[src/rtl/mandelbrot_renderer.sv]
// Mandelbrot renderer: raster-walks the VGA framebuffer, iterates z = z^2 + c in Q4.12 and
// plots one escape-time colour per pixel. Optional HEX status readout: MANDEL_HEX_STATUS_EN.
module mandelbrot_renderer #(
    parameter int unsigned MAX_ITER = 8,
    parameter int unsigned FRAC     = 12,
    parameter int          X_START  = -8192,
    parameter int          Y_START  = -4608,
    parameter int          STEP     = 77,
    parameter int unsigned H_PIXELS = 160,
    parameter int unsigned V_PIXELS = 120
) (
    input  logic       CLOCK_50,
    input  logic [3:0] KEY,
    input  logic [9:0] SW,
    output logic [9:0] LEDR,
    output logic [6:0] HEX0,
    output logic [6:0] HEX1,
    output logic [6:0] HEX2,
    output logic [6:0] HEX3,
    output logic [6:0] HEX4,
    output logic [6:0] HEX5,
    output logic [7:0] VGA_X,
    output logic [6:0] VGA_Y,
    output logic [2:0] VGA_COLOUR,
    output logic       VGA_PLOT,
    output logic [7:0] VGA_R,
    output logic [7:0] VGA_G,
    output logic [7:0] VGA_B,
    output logic       VGA_HS,
    output logic       VGA_VS,
    output logic       VGA_CLK
);

    typedef enum logic [1:0] {StInit, StIter, StPlot, StDone} state_e;

    localparam logic [7:0]         ITER_CAP  = 8'(MAX_ITER);
    localparam logic [7:0]         X_LAST    = 8'(H_PIXELS - 1);
    localparam logic [6:0]         Y_LAST    = 7'(V_PIXELS - 1);
    localparam logic signed [32:0] ESC_LIMIT = 33'sd4 <<< FRAC;

    logic rst_n;
    assign rst_n = KEY[3];

    logic unused_inputs;
    assign unused_inputs = ^{SW, KEY[2:0]};

    state_e             state_q, state_d;
    logic [7:0]         x_q, x_d;
    logic [6:0]         y_q, y_d;
    logic signed [15:0] cr_q, cr_d, ci_q, ci_d;
    logic signed [15:0] zr_q, zr_d, zi_q, zi_d;
    logic [7:0]         iter_q, iter_d;
    logic [2:0]         colour_q, colour_d;
    logic               plot_q, plot_d;

    // Iteration datapath
    logic signed [31:0] prod_rr, prod_ii, prod_ri;
    logic signed [31:0] zr2, zi2, zr_upd, zi_upd;
    logic signed [31:0] cr_full, ci_full;
    logic signed [32:0] mag2;
    logic               escaped, at_cap;

    always_comb begin
        prod_rr = 32'(zr_q) * 32'(zr_q);
        prod_ii = 32'(zi_q) * 32'(zi_q);
        prod_ri = 32'(zr_q) * 32'(zi_q);
        zr2     = prod_rr >>> FRAC;
        zi2     = prod_ii >>> FRAC;
        mag2    = 33'(zr2) + 33'(zi2);
        escaped = mag2 > ESC_LIMIT;
        at_cap  = iter_q == ITER_CAP;
        zr_upd  = zr2 - zi2 + 32'(cr_q);
        // 2*zr*zi folded into the shift: one bit less of right shift
        zi_upd  = (prod_ri >>> (FRAC - 1)) + 32'(ci_q);
        cr_full = X_START + $signed({24'd0, x_q}) * STEP;
        ci_full = Y_START + $signed({25'd0, y_q}) * STEP;
    end

    always_comb begin
        state_d  = state_q;
        x_d      = x_q;
        y_d      = y_q;
        cr_d     = cr_q;
        ci_d     = ci_q;
        zr_d     = zr_q;
        zi_d     = zi_q;
        iter_d   = iter_q;
        colour_d = colour_q;
        unique case (state_q)
            StInit: begin
                cr_d    = cr_full[15:0];
                ci_d    = ci_full[15:0];
                zr_d    = '0;
                zi_d    = '0;
                iter_d  = '0;
                state_d = StIter;
            end
            StIter: begin
                if (escaped) begin
                    colour_d = iter_q[2:0];
                    state_d  = StPlot;
                end else if (at_cap) begin
                    colour_d = 3'd0;
                    state_d  = StPlot;
                end else begin
                    zr_d   = zr_upd[15:0];
                    zi_d   = zi_upd[15:0];
                    iter_d = iter_q + 8'd1;
                end
            end
            StPlot: begin
                if (x_q == X_LAST && y_q == Y_LAST) begin
                    x_d     = '0;
                    y_d     = '0;
                    state_d = StDone;
                end else if (x_q == X_LAST) begin
                    x_d     = '0;
                    y_d     = y_q + 7'd1;
                    state_d = StInit;
                end else begin
                    x_d     = x_q + 8'd1;
                    state_d = StInit;
                end
            end
            StDone: begin
                state_d = StDone;
            end
            default: begin
                state_d = StInit;
            end
        endcase
        plot_d = (state_d == StPlot);
    end

    always_ff @(posedge CLOCK_50 or negedge rst_n) begin
        if (!rst_n) begin
            state_q  <= StInit;
            x_q      <= '0;
            y_q      <= '0;
            cr_q     <= '0;
            ci_q     <= '0;
            zr_q     <= '0;
            zi_q     <= '0;
            iter_q   <= '0;
            colour_q <= '0;
            plot_q   <= 1'b0;
        end else begin
            state_q  <= state_d;
            x_q      <= x_d;
            y_q      <= y_d;
            cr_q     <= cr_d;
            ci_q     <= ci_d;
            zr_q     <= zr_d;
            zi_q     <= zi_d;
            iter_q   <= iter_d;
            colour_q <= colour_d;
            plot_q   <= plot_d;
        end
    end

    // Busy is gated by the reset pin so LEDR reads 0 while KEY[3] is held low
    assign LEDR       = {6'd0, state_q == StDone, 2'd0, rst_n & (state_q != StDone)};
    assign VGA_X      = x_q;
    assign VGA_Y      = y_q;
    assign VGA_COLOUR = colour_q;
    assign VGA_PLOT   = plot_q;
    assign VGA_R      = {8{colour_q[2]}};
    assign VGA_G      = {8{colour_q[1]}};
    assign VGA_B      = {8{colour_q[0]}};
    assign VGA_HS     = 1'b1;
    assign VGA_VS     = 1'b1;
    assign VGA_CLK    = CLOCK_50;

`ifdef MANDEL_HEX_STATUS_EN
    function automatic logic [6:0] seg7(input logic [3:0] v);
        logic [6:0] s;
        case (v)
            4'h0: s = 7'h40;
            4'h1: s = 7'h79;
            4'h2: s = 7'h24;
            4'h3: s = 7'h30;
            4'h4: s = 7'h19;
            4'h5: s = 7'h12;
            4'h6: s = 7'h02;
            4'h7: s = 7'h78;
            4'h8: s = 7'h00;
            4'h9: s = 7'h10;
            4'hA: s = 7'h08;
            4'hB: s = 7'h03;
            4'hC: s = 7'h46;
            4'hD: s = 7'h21;
            4'hE: s = 7'h06;
            default: s = 7'h0E;
        endcase
        return s;
    endfunction

    logic       hex_valid_q;
    logic [7:0] hex_x_q;
    logic [6:0] hex_y_q;
    logic [2:0] hex_c_q;

    always_ff @(posedge CLOCK_50 or negedge rst_n) begin
        if (!rst_n) begin
            hex_valid_q <= 1'b0;
            hex_x_q     <= '0;
            hex_y_q     <= '0;
            hex_c_q     <= '0;
        end else if (plot_d) begin
            hex_valid_q <= 1'b1;
            hex_x_q     <= x_q;
            hex_y_q     <= y_q;
            hex_c_q     <= colour_d;
        end
    end

    always_comb begin
        HEX0 = 7'h7F;
        HEX1 = 7'h7F;
        HEX2 = 7'h7F;
        HEX3 = 7'h7F;
        HEX4 = 7'h7F;
        HEX5 = 7'h7F;
        if (hex_valid_q) begin
            HEX0 = seg7(hex_y_q[3:0]);
            HEX1 = seg7({1'b0, hex_y_q[6:4]});
            HEX2 = seg7(hex_x_q[3:0]);
            HEX3 = seg7(hex_x_q[7:4]);
            HEX4 = seg7({1'b0, hex_c_q});
        end
    end
`else
    assign HEX0 = 7'h7F;
    assign HEX1 = 7'h7F;
    assign HEX2 = 7'h7F;
    assign HEX3 = 7'h7F;
    assign HEX4 = 7'h7F;
    assign HEX5 = 7'h7F;
`endif

endmodule

[config.mk]
export PLATFORM = sky130hd
export DESIGN_NAME = mandelbrot_renderer
export DESIGN_NICKNAME = d
export VERILOG_FILES = /design/src/rtl/mandelbrot_renderer.sv
export SDC_FILE = /design/constraint.sdc
export NUM_CORES = 2
export LEC_CHECK = 0
export ABC_AREA = 1
export CAP_MARGIN = 20
export CORE_MARGIN = 2
export CORE_UTILIZATION = 60
export CTS_BUF_LIST = sky130_fd_sc_hd__clkbuf_16
export CTS_CLUSTER_DIAMETER = 30
export CTS_CLUSTER_SIZE = 24
export DETAILED_ROUTE_END_ITERATION = 7
export HOLD_SLACK_MARGIN = 0.12
export PLACE_DENSITY = 0.79
export SETUP_SLACK_MARGIN = 0.02
export SYNTH_ARGS = -nofsm -noshare
export SYNTH_HDL_FRONTEND = slang
export SYNTH_SLANG_ARGS = --single-unit
[constraint.sdc]
create_clock -name CLOCK_50 -period 10.6 [get_ports CLOCK_50]
set_input_delay 1.06 -clock CLOCK_50 [delete_from_list [all_inputs] [get_ports CLOCK_50]]
set_output_delay 1.06 -clock CLOCK_50 [all_outputs]
set_load 0.02 [all_outputs]
==> qor.yml <==
slew_headroom_pct: 27.2
slowest_stage: "dfrtp_1"
grt_usage_pct: 28.0
rrSetupSlack_ns: 1.33
num-nets-final: 5593
layout_common_cells: "1373 x inv_1, 983 x nand2_1, 723 x fa_1"
place.gp.congestion: 0.970
met2_length_mm: 39.1
start_util_pct: 60.9
postCtsResizedCells: 0
required_ns: 11.02
synth-edff-count: 0
skew_ns: 0.0116
crit_fanout: 40
cts_setup_buffers: 0
grt_setup_unrepaired: "no"
core.rowCount: 89
synth_seq_cells: 93
clk_latency_ns: 0.48
cp_slowest_stage_delay_ns: 0.94
wl_per_cell_um: 15.6
arrival_ns: 9.68
hold_viol_final: 0
die_area_um2: 62100
die_y_um: 249
p_sw_share_pct: 25.2
p_seq_share_pct: 44.8
final_area_um2: 37200
fin_ws_ns: 1.33
synth-seq-area-share_pct: 6.45
fin_crit_ns: 9.27
cts_hold_buf: 0
combPwrFrac_pct: 3.2
drive_gt1_share_pct: 2.34
r2r_start: "zi_q[9]$_DFFE_PN0P_"
crit_top_cell: "nand2_1"
syn_to_final_growth_pct: 3.21
finalCoreUtilization_pct: 62.8
fmax_ghz: 0.108
overflow: 0
wl_met3_mm: 7.06
path_clk_slew_ns: 0.08
p_switching_mw: 0.200
reg2reg_to: "zr_q[2]$_DFFE_PN0P_"
tightestPinTransition_ns: 1.09
grt_pass1_wl_mm: 139
hold_depth: 2
grt_max_degree: 57
setup_viol: 0
core_area_um2: 59200
synth.distinct_cells: 52
antenna_found_initial: 2
avgSynthCellArea_um2: 7.93
holdCritStartpoint: "cr_q[8]$_DFFE_PN0P_"
drc: 0
synth_area_um2: 36100
grt_pass1_vias: 28462
boundaryPins: 113
criticalPathCategory: "reg -> reg"
period_share_pct: 87.4
wl_met1_mm: 32.5
first_pass_iters: 5
async_reset_ff_share_pct: 100
io_buffers: 47
fillerInstances: 5030
reg2reg_depth: 41
internal_power_mw: 0.592
mostFrequentLayoutCell: "inv_1"
status: "complete, no violations"
drt_iter0_drc: 2011
p_per_area_nw_per_um2: 21.3
top_layer: "met4"
via_count: 27403
wl_mm: 82.2
whs_endpoint: "cr_q[8]$_DFFE_PN0P_"
hp-class: "reg -> reg"
ant_nets: 0
pre_cts_ws_ns: 1.50
p_clk_share_pct: 52.1
die_x_um: 249
ys.flop_type: "dfrtp_1"
ir_drop_mv: 0.140
critical_path.endpoint_type: "flop"
startpoint_type: "flop"
vias_per_cell: 5.21
p_leak_nw: 22.0
syn_inst: 4550
synth_warnings: 0
max_cap_viol_count: 0
timing.final.max_slew_violations: 0
fin_setup_tns_ns: 0
hpwlAfterDp_mm: 68.3
cts_tree: "done"
dpl_cell_area_um2: 36900
registers in the layout (all words and copies together), names as in the netlist:
name        count
VGA_X           8
cr_q           16
state_q         2
zi_q           16
ci_q           16
iter_q          8
VGA_PLOT        1
VGA_COLOUR      3
VGA_Y           7
zr_q           16
layout make-up:
cell class	instances	area [um^2]	share of cell area, %
clock buffers	13	310	0.834
well taps	773	967	2.60
clock inverters	5	62.6	0.168
repair buffers	88	786	2.11
diodes	2	5.00	0.0134
flip-flops and latches	93	2330	6.25
multi-input cells	2912	27600	74.1
inverters	1377	5170	13.9
power groups by stage:
stage / clock network (mW) / logic, mW / registers, mW
floorplan: 0.0110 / 0.0311 / 0.362
global placement: 0.0127 / 0.0250 / 0.361
detailed placement: 0.0127 / 0.0251 / 0.361
CTS: 0.414 / 0.0251 / 0.355
global route: 0.428 / 0.0275 / 0.354
finish: 0.412 / 0.0252 / 0.354
cell families (layout without fill, tap and decap cells):
| logic type | Yosys count | in the layout | share of synthesized area [%] |
|---|---|---|---|
| compound gates | 281 | 281 | 4.41 |
| xor+xnor | 142 | 142 | 3.45 |
| fa+ha+maj | 1093 | 1093 | 53.0 |
| buf+inv | 1595 | 1483 | 17.6 |
| flops | 93 | 93 | 6.45 |
| other cells | 2 | 54 | 0.0208 |
| simple gates | 1344 | 1344 | 15.1 |
routing by layer:
layer / track usage, % / vias to the layer above
met2: 46.5 / 1030
li1: - / 12889
met3: 4.95 / 157
met5: 0.0772 / -
met1: 36.5 / 13327
met4: 11.2 / 0
worst max-delay path by stage:
stage | from | endpoint | slack, ns
finish | zi_q[9]$_DFFE_PN0P_ | zr_q[2]$_DFFE_PN0P_ | 1.33
global route | zi_q[2]$_DFFE_PN0P_ | zi_q[15]$_DFFE_PN0P_ | 0.79
CTS | zi_q[2]$_DFFE_PN0P_ | zr_q[2]$_DFFE_PN0P_ | 1.52
detailed placement | zi_q[9]$_DFFE_PN0P_ | zr_q[2]$_DFFE_PN0P_ | 1.50
global placement | zi_q[2]$_DFFE_PN0P_ | zr_q[15]$_DFFE_PN0P_ | 1.59
floorplan | zr_q[6]$_DFFE_PN0P_ | zr_q[13]$_DFFE_PN0P_ | 3.06
synth_stat cells, drive strengths merged, types with 4 or more instances:
cell type  number  share of area [%]
a31oi          13               0.23
nor3           22               0.31
o21ai          66               0.93
buf           101                2.0
xor2           84                2.0
nand3         105                1.6
o21bai         14               0.29
a211oi          6               0.12
fa            723                 40
nand4          34               0.59
nor2          161                1.7
a21o            9               0.19
a31o            5               0.12
nor4            5              0.087
a21oi         141                2.0
nand3b          4              0.083
o22ai           4              0.069
ha            370                 13
xnor2          58                1.4
o211ai          8               0.17
or2             8               0.14
clkbuf        117                1.2
nand2         998                 11
dfrtp          93                6.5
nor3b           4              0.083
inv          1376                 14
o31ai           4              0.083
worst max-delay path, delay by kind of cell, from the launching register on:
kind / cells / cell delay, ns
AND/OR/NAND/NOR: 23 / 3.20
flip-flops: 1 / 0.94
buffers and inverters: 6 / 0.33
adder cells (fa/ha/maj): 8 / 3.66
AO/OA/AOI/OAI: 3 / 0.68
XOR/XNOR: 1 / 0.35
through the flow:
| stage | instances | power, mW | hold slack, ns |
|---|---|---|---|
| after global routing | 5261 | 0.810 | 0.534 |
| after CTS | 5261 | 0.793 | 0.504 |
| after floorplan | 4600 | 0.404 | 0.448 |
| after detailed placement | 5244 | 0.399 | 0.488 |
| final | 5263 | 0.792 | 0.501 |
| after global placement | 5244 | 0.399 | 0.467 |
No activity file was read; power rests on OpenSTA's default activity.
